`src/rtl/tan_pkg.sv`:
```
// tan_pkg: shared definitions for the tan unit feeder.
//   - TAN_W / TAN_TIMEOUT : default operand width and job timeout
//   - START_ASSERT / DONE_IDLE : tan controller handshake polarities
//   - state_t : job sequencer FSM states
package tan_pkg;

  localparam int TAN_W       = 16;
  localparam int TAN_TIMEOUT = 255;

  // The controller samples start active-high; done sits high while the
  // controller is idle and drops once it has accepted a job.
  localparam logic START_ASSERT = 1'b1;
  localparam logic DONE_IDLE    = 1'b1;

  typedef enum logic [2:0] {
    IDLE,
    START_HI,
    START_LO,
    WAIT_BUSY,
    WAIT_DONE
  } state_t;

endpackage

```
`src/rtl/tan_fifo.sv`:
```
// tan_fifo: synchronous DEPTH x W operand FIFO with first-word fall-through
// head (the head entry is visible whenever empty is low).
// Ports:
//   clk, reset     clock, synchronous active-high reset (pointers only)
//   push/push_data write request; ignored while full
//   pop            read request; ignored while empty
//   head           current head entry
//   full, empty    occupancy flags
module tan_fifo
  import tan_pkg::*;
#(
  parameter int W     = TAN_W,
  parameter int DEPTH = 4
) (
  input  logic         clk,
  input  logic         reset,
  input  logic         push,
  input  logic [W-1:0] push_data,
  input  logic         pop,
  output logic [W-1:0] head,
  output logic         full,
  output logic         empty
);

  localparam int AW = $clog2(DEPTH);

  logic [W-1:0] mem [DEPTH];
  // One extra pointer bit separates the full case from the empty case.
  logic [AW:0]  wr_ptr;
  logic [AW:0]  rd_ptr;
  logic         do_push;
  logic         do_pop;

  assign empty   = (wr_ptr == rd_ptr);
  assign full    = (wr_ptr[AW] != rd_ptr[AW]) && (wr_ptr[AW-1:0] == rd_ptr[AW-1:0]);
  assign do_push = push && !full;
  assign do_pop  = pop && !empty;
  assign head    = mem[rd_ptr[AW-1:0]];

  // NOTE: sequential state uses non-blocking assignments so every register
  // samples pre-edge values regardless of statement order.
  always_ff @(posedge clk) begin
    if (reset) begin
      wr_ptr <= '0;
      rd_ptr <= '0;
    end else begin
      if (do_push) wr_ptr <= wr_ptr + (AW+1)'(1);
      if (do_pop)  rd_ptr <= rd_ptr + (AW+1)'(1);
    end
  end

  // NOTE: storage is deliberately not reset; the pointers alone define which
  // entries are meaningful, and an unreset array maps onto plain RAM/flops.
  always_ff @(posedge clk) begin
    if (do_push) mem[wr_ptr[AW-1:0]] <= push_data;
  end

endmodule

```
`src/rtl/tan_job_sequencer.sv`:
```
// tan_job_sequencer: feeds buffered x operands to the tan unit one job at a
// time over its start/done handshake and parks each result in a one-entry
// valid/ready slot.
// Ports:
//   clk, reset               clock, synchronous active-high reset
//   in_valid/in_data/in_ready operand input (in_ready = FIFO not full)
//   out_valid/out_data/out_ready result slot
//   tan_start, tan_x          start pulse and operand to the tan unit
//   tan_done, tan_result      done (high while idle) and result from tan unit
//   busy                      a job is in flight
//   err_timeout               sticky, set when a job is abandoned
//   jobs_done                 wrapping count of captured results
module tan_job_sequencer
  import tan_pkg::*;
#(
  parameter int W       = TAN_W,
  parameter int DEPTH   = 4,
  parameter int TIMEOUT = TAN_TIMEOUT
) (
  input  logic         clk,
  input  logic         reset,
  input  logic         in_valid,
  input  logic [W-1:0] in_data,
  output logic         in_ready,
  output logic         out_valid,
  output logic [W-1:0] out_data,
  input  logic         out_ready,
  output logic         tan_start,
  output logic [W-1:0] tan_x,
  input  logic         tan_done,
  input  logic [W-1:0] tan_result,
  output logic         busy,
  output logic         err_timeout,
  output logic [7:0]   jobs_done
);

  localparam int CW = $clog2(TIMEOUT + 1);

  state_t        state;
  state_t        state_next;
  logic          pop;
  logic          capture;
  logic          cnt_run;
  logic          tmo_hit;
  logic          slot_free;
  logic          full;
  logic          empty;
  logic [W-1:0]  head;
  logic [CW-1:0] tmo_cnt;
  logic          tmo_last;

  tan_fifo #(
    .W     (W),
    .DEPTH (DEPTH)
  ) u_fifo (
    .clk       (clk),
    .reset     (reset),
    .push      (in_valid),
    .push_data (in_data),
    .pop       (pop),
    .head      (head),
    .full      (full),
    .empty     (empty)
  );

  assign in_ready  = !full;
  assign tan_start = (state == START_HI) ? START_ASSERT : !START_ASSERT;
  assign busy      = (state != IDLE);
  // A result may land in the slot if it is empty or being drained this cycle.
  assign slot_free = !out_valid || out_ready;
  // This cycle's increment would make the counter reach TIMEOUT.
  assign tmo_last  = (tmo_cnt == CW'(TIMEOUT - 1));

  always_ff @(posedge clk) begin
    if (reset) state <= IDLE;
    else       state <= state_next;
  end

  // NOTE: every signal driven here gets a default before the case statement,
  // so no path leaves a value unassigned and no latch is inferred.
  always_comb begin
    state_next = state;
    pop        = 1'b0;
    capture    = 1'b0;
    cnt_run    = 1'b0;
    tmo_hit    = 1'b0;
    case (state)
      IDLE: begin
        if (!empty) begin
          pop        = 1'b1;
          state_next = START_HI;
        end
      end
      START_HI: state_next = START_LO;
      START_LO: begin
        cnt_run    = 1'b1;
        state_next = WAIT_BUSY;
      end
      WAIT_BUSY: begin
        cnt_run = 1'b1;
        if (tan_done != DONE_IDLE) state_next = WAIT_DONE;
      end
      WAIT_DONE: begin
        if (tan_done == DONE_IDLE) begin
          // With the slot full we simply hold: the tan unit keeps its
          // result while idle, and the timeout is frozen.
          if (slot_free) begin
            capture    = 1'b1;
            state_next = IDLE;
          end
        end else begin
          cnt_run = 1'b1;
        end
      end
      default: state_next = IDLE;
    endcase
    // A completed result always wins; cnt_run is low on the capture path.
    if (cnt_run && tmo_last) begin
      tmo_hit    = 1'b1;
      state_next = IDLE;
    end
  end

  always_ff @(posedge clk) begin
    if (reset) begin
      tmo_cnt     <= '0;
      tan_x       <= '0;
      out_valid   <= 1'b0;
      out_data    <= '0;
      err_timeout <= 1'b0;
      jobs_done   <= '0;
    end else begin
      if (pop)          tmo_cnt <= '0;
      else if (cnt_run) tmo_cnt <= tmo_cnt + CW'(1);

      if (pop) tan_x <= head;

      if (capture) begin
        out_valid <= 1'b1;
        out_data  <= tan_result;
        jobs_done <= jobs_done + 8'd1;
      end else if (out_valid && out_ready) begin
        out_valid <= 1'b0;
      end

      if (tmo_hit) err_timeout <= 1'b1;
    end
  end

endmodule

```
`config.mk`:
```
export PLATFORM = sky130hd
export DESIGN_NAME = tan_job_sequencer
export DESIGN_NICKNAME = d
export VERILOG_FILES = /design/src/rtl/tan_pkg.sv /design/src/rtl/tan_fifo.sv /design/src/rtl/tan_job_sequencer.sv
export SDC_FILE = /design/constraint.sdc
export NUM_CORES = 1
export LEC_CHECK = 0
export CORE_MARGIN = 5
export CORE_UTILIZATION = 53
export DETAILED_ROUTE_END_ITERATION = 12
export PLACE_DENSITY = 0.81
export SETUP_SLACK_MARGIN = 0.2
export SYNTH_ARGS = -nofsm -noshare
export SYNTH_HDL_FRONTEND = slang
export SYNTH_SLANG_ARGS = --single-unit
```
`constraint.sdc`:
```
create_clock -name clk -period 2.83 [get_ports clk]
set_clock_uncertainty 0.2 [all_clocks]
set_input_delay 0.566 -clock clk [delete_from_list [all_inputs] [get_ports clk]]
set_output_delay 0.566 -clock clk [all_outputs]
set_load 0.02 [all_outputs]
```
Yosys cells after proc, flatten, opt, wreduce, memory -nomap -nowiden
Memories as Yosys holds them, arrays and structs flattened. A register that Yosys moved wholly into a read port is not among the register bits.
Index checks and enable logic that the tools add are counted.

operators by class
  reductions and logical operators = 16
  eq/ne operators = 12
  add/sub/neg operators = 4
  muxes and demuxes = 18

operators by type and width
  kind                                                  number
  adder 8 x 1 -> 8 bit (second input constant)          2
  case mux 3 bit (5 select lines)                       1
  2-to-1 mux 1 bit                                      12
  2-to-1 mux 3 bit                                      4
  equality test 8 bit (second input constant)           1
  != test 2 bit (second input constant)                 4
  adder 3 x 1 -> 3 bit (second input constant)          2
  equality test 3 x 2 -> 1 bit (second input constant)  2
  OR reduction 2 bit                                    3
  logical AND 1 bit                                     5
  AND reduction 4 bit                                   1
  equality test 3 x 1 -> 1 bit (second input constant)  1
  equality test 3 bit                                   1
  equality test 3 bit (second input constant)           1
  logical NOT 1 bit                                     3
  logical NOT 3 bit                                     1
  nonzero test 3 bit                                    1
  equality test 2 bit                                   1
  case mux 1 bit (2 select lines)                       1
  nonzero test 2 bit                                    1
  logical OR 1 bit                                      1
  != test 1 bit                                         1

storage, ports and cells
  output and inout port bits = 45
  bits in writable memories = 64
  memories = 1
  flip-flop bits (word level) = 43

memory list
  name        depth  bits a word  read ports  clocked after memory_dff  write ports  line            RTL
  u_fifo.mem  4      16           1           1                         1            tan_fifo.sv:27  logic [W-1:0] mem [DEPTH];

Depth between registers and ports, before layout
  word-level depth = 6
  depth in mapped cells = 8

Modules after synthesis
A second synthesis with hierarchy kept.

second synthesis, totals
  cell total of the unflattened synthesis = 410
  area, all modules = 5117.4 µm²

modules (own cells, without submodules)
  module             cells an instance  times used  area each (µm²)
  tan_fifo           152                1           2885.3
  tan_job_sequencer  258                1           2232.1

Worst setup path after synthesis
OpenSTA, ideal clock, no wires.

  path type = register -> register
  start point = register u_fifo.rd_ptr[1]
  end point = memory u_fifo.mem[3][0] (netlist name), enable pin
  path buffers = 1
  library setup time = 0.374 ns
  clock period less this slack = 2.069 ns
  arrival time = 1.495 ns
  cell stages (with the launch flop) = 5
  path slack = 0.761 ns
  data required time = 2.256 ns
  path through = dfxtp_1 -> buf_2 -> xor2_2 -> o31a_1 -> and2_1

on the way
  cells in the longest elaborated chain, start to end = 6

RTL lines
  element                                 line            RTL
  start: declaration                      tan_fifo.sv:30  logic [AW:0] rd_ptr;
  start signal: assignment                tan_fifo.sv:48  if (do_pop) rd_ptr <= rd_ptr + (AW+1)'(1);
  equality test 2 bit                     tan_fifo.sv:35  assign full = (wr_ptr[AW] != rd_ptr[AW]) && (wr_ptr[AW-1:0] == rd_ptr[AW-1:0]);
  logical AND 1 bit                       tan_fifo.sv:35
  logical NOT 1 bit                       tan_fifo.sv:36  assign do_push = push && !full;
  logical AND 1 bit                       tan_fifo.sv:36
  2-to-1 mux 1 bit                        tan_fifo.sv:55  if (do_push) mem[wr_ptr[AW-1:0]] <= push_data;
  2-to-1 mux 1 bit (implied by the code)  tan_fifo.sv:55
  end: declaration                        tan_fifo.sv:27

Every way passes these cells.

Worst setup path after layout
  start point = register state[2]
  end point = output port busy

on the way
  cells in the longest elaborated chain, start to end = 1

RTL lines
  element                   line                     RTL
  start: declaration        tan_job_sequencer.sv:39  state_t state;
  start signal: assignment  tan_job_sequencer.sv:76  else state <= state_next;
  nonzero test 3 bit        tan_job_sequencer.sv:68  assign busy = (state != IDLE);
  end: declaration          tan_job_sequencer.sv:32  output logic busy,

Every way passes these cells.

==> run metrics <==
Core ar. 8810 sq um; Async S/R FF share, synth 0%; number of flops mapped to enable cells by yosys 64; # resized after CTS 4; Max H-tree Level 4; effective utilization at floorplan between 50% and 60%; First-pass DRT Iterations 4; DRC Markers 0; Worst Hold Slack roughly 0.17 ns; Remaining Overflow, GRT 0; nets 520; antenna cell count 0; setup bufs post-CTS 0; largest net degree at the start of global routing 42; multi-input logic area 1610 sq um; ys flop type edfxtp_1; final WL 10400 microns; Pwr Total 5.50 mW; sequential standard cell area 3110 sq um; cells after synthesis 383; f_max 0.392 GHz; max incr delay on CP 0.60 ns; status finished, final reports clean; Crit Path Class flop to output port; Peak VDD IR 808 uV; # rows 34; Hold Vio Cnt, Final 0; fin worst setup slack 0.276 ns; syn_nets 428; die area about 11000 sq um; total CTS buffers 17; max-cap viol count 0; TritonCTS clock tree yes; Reg2Reg Depth 4; sequential area share after synthesis roughly 64%; leading area contributor after synthesis edfxtp_1; vias in the first global route 3340; synth unique cells 41; actual slew at the worst max-slew pin 0.462 ns; DIE WIDTH between 100 and 150 microns; warnings from Yosys 0; P&R area growth vs syn 31.6%; Critical Path Source Type flop; hold bufs inserted after CTS 0; CP required 2.06 ns; FILL cells 568; initial antenna violation count 0; Sink Count 123; layout cells sized above 1 15.8%; port buffer count 81; gpl congestion 0.770; DR iter-0 viols 135; worst hold path type input port to flop; Static Leak 2.19 nW; min Tclk post-route ~2.6 ns; data arrival time of the worst path approximately 1.8 ns; unrepaired setup endpoints after global routing no; GRT Resource Usage Total 19.6%; Yosys top cell area share about two fifths; critical path's slowest cell clkdlybuf4s50_1; remaining antenna violation count 0; most common cell in the netlist nand2_1; dpl ws 0.250 ns; DPL Wire Length 6640 microns; Synth area leaders edfxtp_1 40%, dfxtp_1 24%, mux4_2 7.4%, nand2_1 5.7%, a21oi_1 4.1%; first-pass GRT wire length 17000 microns; Vias approximately 3200; Post-Syn Area per Cell ~13 sq um; Tcrit/Tclk final 90.3%; Root Buffer clkbuf_8; final setup fails 0; relative slew slack 69.2%; mapped cell area 4840 sq um; Worst Setup End Kind output port; worst hold path depth 2; Reg clk slew, reported paths 0.06 ns; drt wl/cell 17.4 microns; register bit total from synthesis 123; Max clock buf depth 2; final slew viol count 0; Setup TNS Final 0 ns; Die H 106 microns; CP max FO 8; Post-synth top cells 74 x nand2_1, 64 x edfxtp_1, 59 x dfxtp_1; cells along the critical path nor3_4, inv_1, clkdlybuf4s50_1; PD cells roughly 860 nW/um^2; IO Count 82; Via density 5.40; clk_lat worst skew a little over 0.5 ns
## logic make-up (layout without fill, tap and decap cells)
group	after synthesis	in the layout	share of synthesized area (%)
and+or+nand+nor	132	132	12.5
AOI/OAI and AO/OA	54	54	6.84
muxes	17	17	7.64
xor gates and xnor gates	19	19	3.74
adders and majority gates	8	8	2.07
DFF	123	123	64.0
buffers and inverters	30	135	3.15
## final cells by class
type / instances / area share, %
Clock buffer: 17 / 6.50
Clock inverter: 15 / 2.55
Inverter: 7 / 0.412
Multi-Input combinational cell: 230 / 25.3
Sequential cell: 123 / 48.8
Tap cell: 108 / 2.12
Timing Repair Buffer: 96 / 14.4
## state kept, by name, summed over array words and instances (netlist names)
register,flops
err_timeout,1
tmo_cnt,8
u_fifo.wr_ptr,3
tan_x,16
state,3
u_fifo.rd_ptr,3
jobs_done,8
out_valid,1
u_fifo.mem,64
out_data,16
## power breakdown
group	switching (mW)	total, mW	internal, mW
clock	0.810	2.08	1.27
combinational	0.675	1.24	0.562
sequential	0.129	2.19	2.06
## layer usage
layer  GRT usage, %  up-vias  part of all wire, %
met5              0        -                    0
met4           6.94        0                  1.4
met3           5.44       14                  5.3
met2           33.8       98                   51
met1           23.6     1561                   42
li1               -     1547                    -
## cell usage in the layout (no fill, tap or decap), drive strengths merged, types with 3 or more instances in the layout
cell type | netlist | routed
or3 | 3 | 3
a211oi | 7 | 7
xnor2 | 11 | 11
dfxtp | 59 | 59
xor2 | 8 | 8
nand4 | 5 | 5
buf | 15 | 16
ha | 8 | 8
inv | 7 | 13
nand3 | 5 | 5
clkinv | 0 | 6
mux4 | 16 | 16
edfxtp | 64 | 64
clkdlybuf4s50 | 0 | 79
nor2 | 21 | 21
nand2b | 3 | 3
and2 | 7 | 7
a21oi | 40 | 40
clkbuf | 8 | 17
nor3 | 3 | 3
nand2 | 75 | 75
## final timing paths
| kind | startpoint | slack (ns) | to |
|---|---|---|---|
| worst max-delay path | state[2] | 0.28 | busy |
| worst min-delay path | reset | 0.17 | jobs_done[3] |
| worst min register to register | out_data[10] | 0.25 | out_data[10] |
| worst max register to register | state[2] | 0.77 | state[1] |
## worst max-delay path, delay by kind of cell (launching register included)
| family | cells | cell delay [ns] |
|---|---|---|
| flops | 1 | 0.52 |
| buf+inv | 2 | 0.68 |
| simple gates | 1 | 0.08 |
## metrics by stage
step / area (sq um) / utilization, % / instances
after CTS: 6360 / 72.2 / 596
after global placement: 5780 / 65.6 / 564
final: 6370 / 72.4 / 596
after detailed placement: 5780 / 65.6 / 564
after floorplan: 4840 / - / 383
after global routing: 6370 / 72.4 / 596
Note: power is estimated with default switching activity, not from simulation.
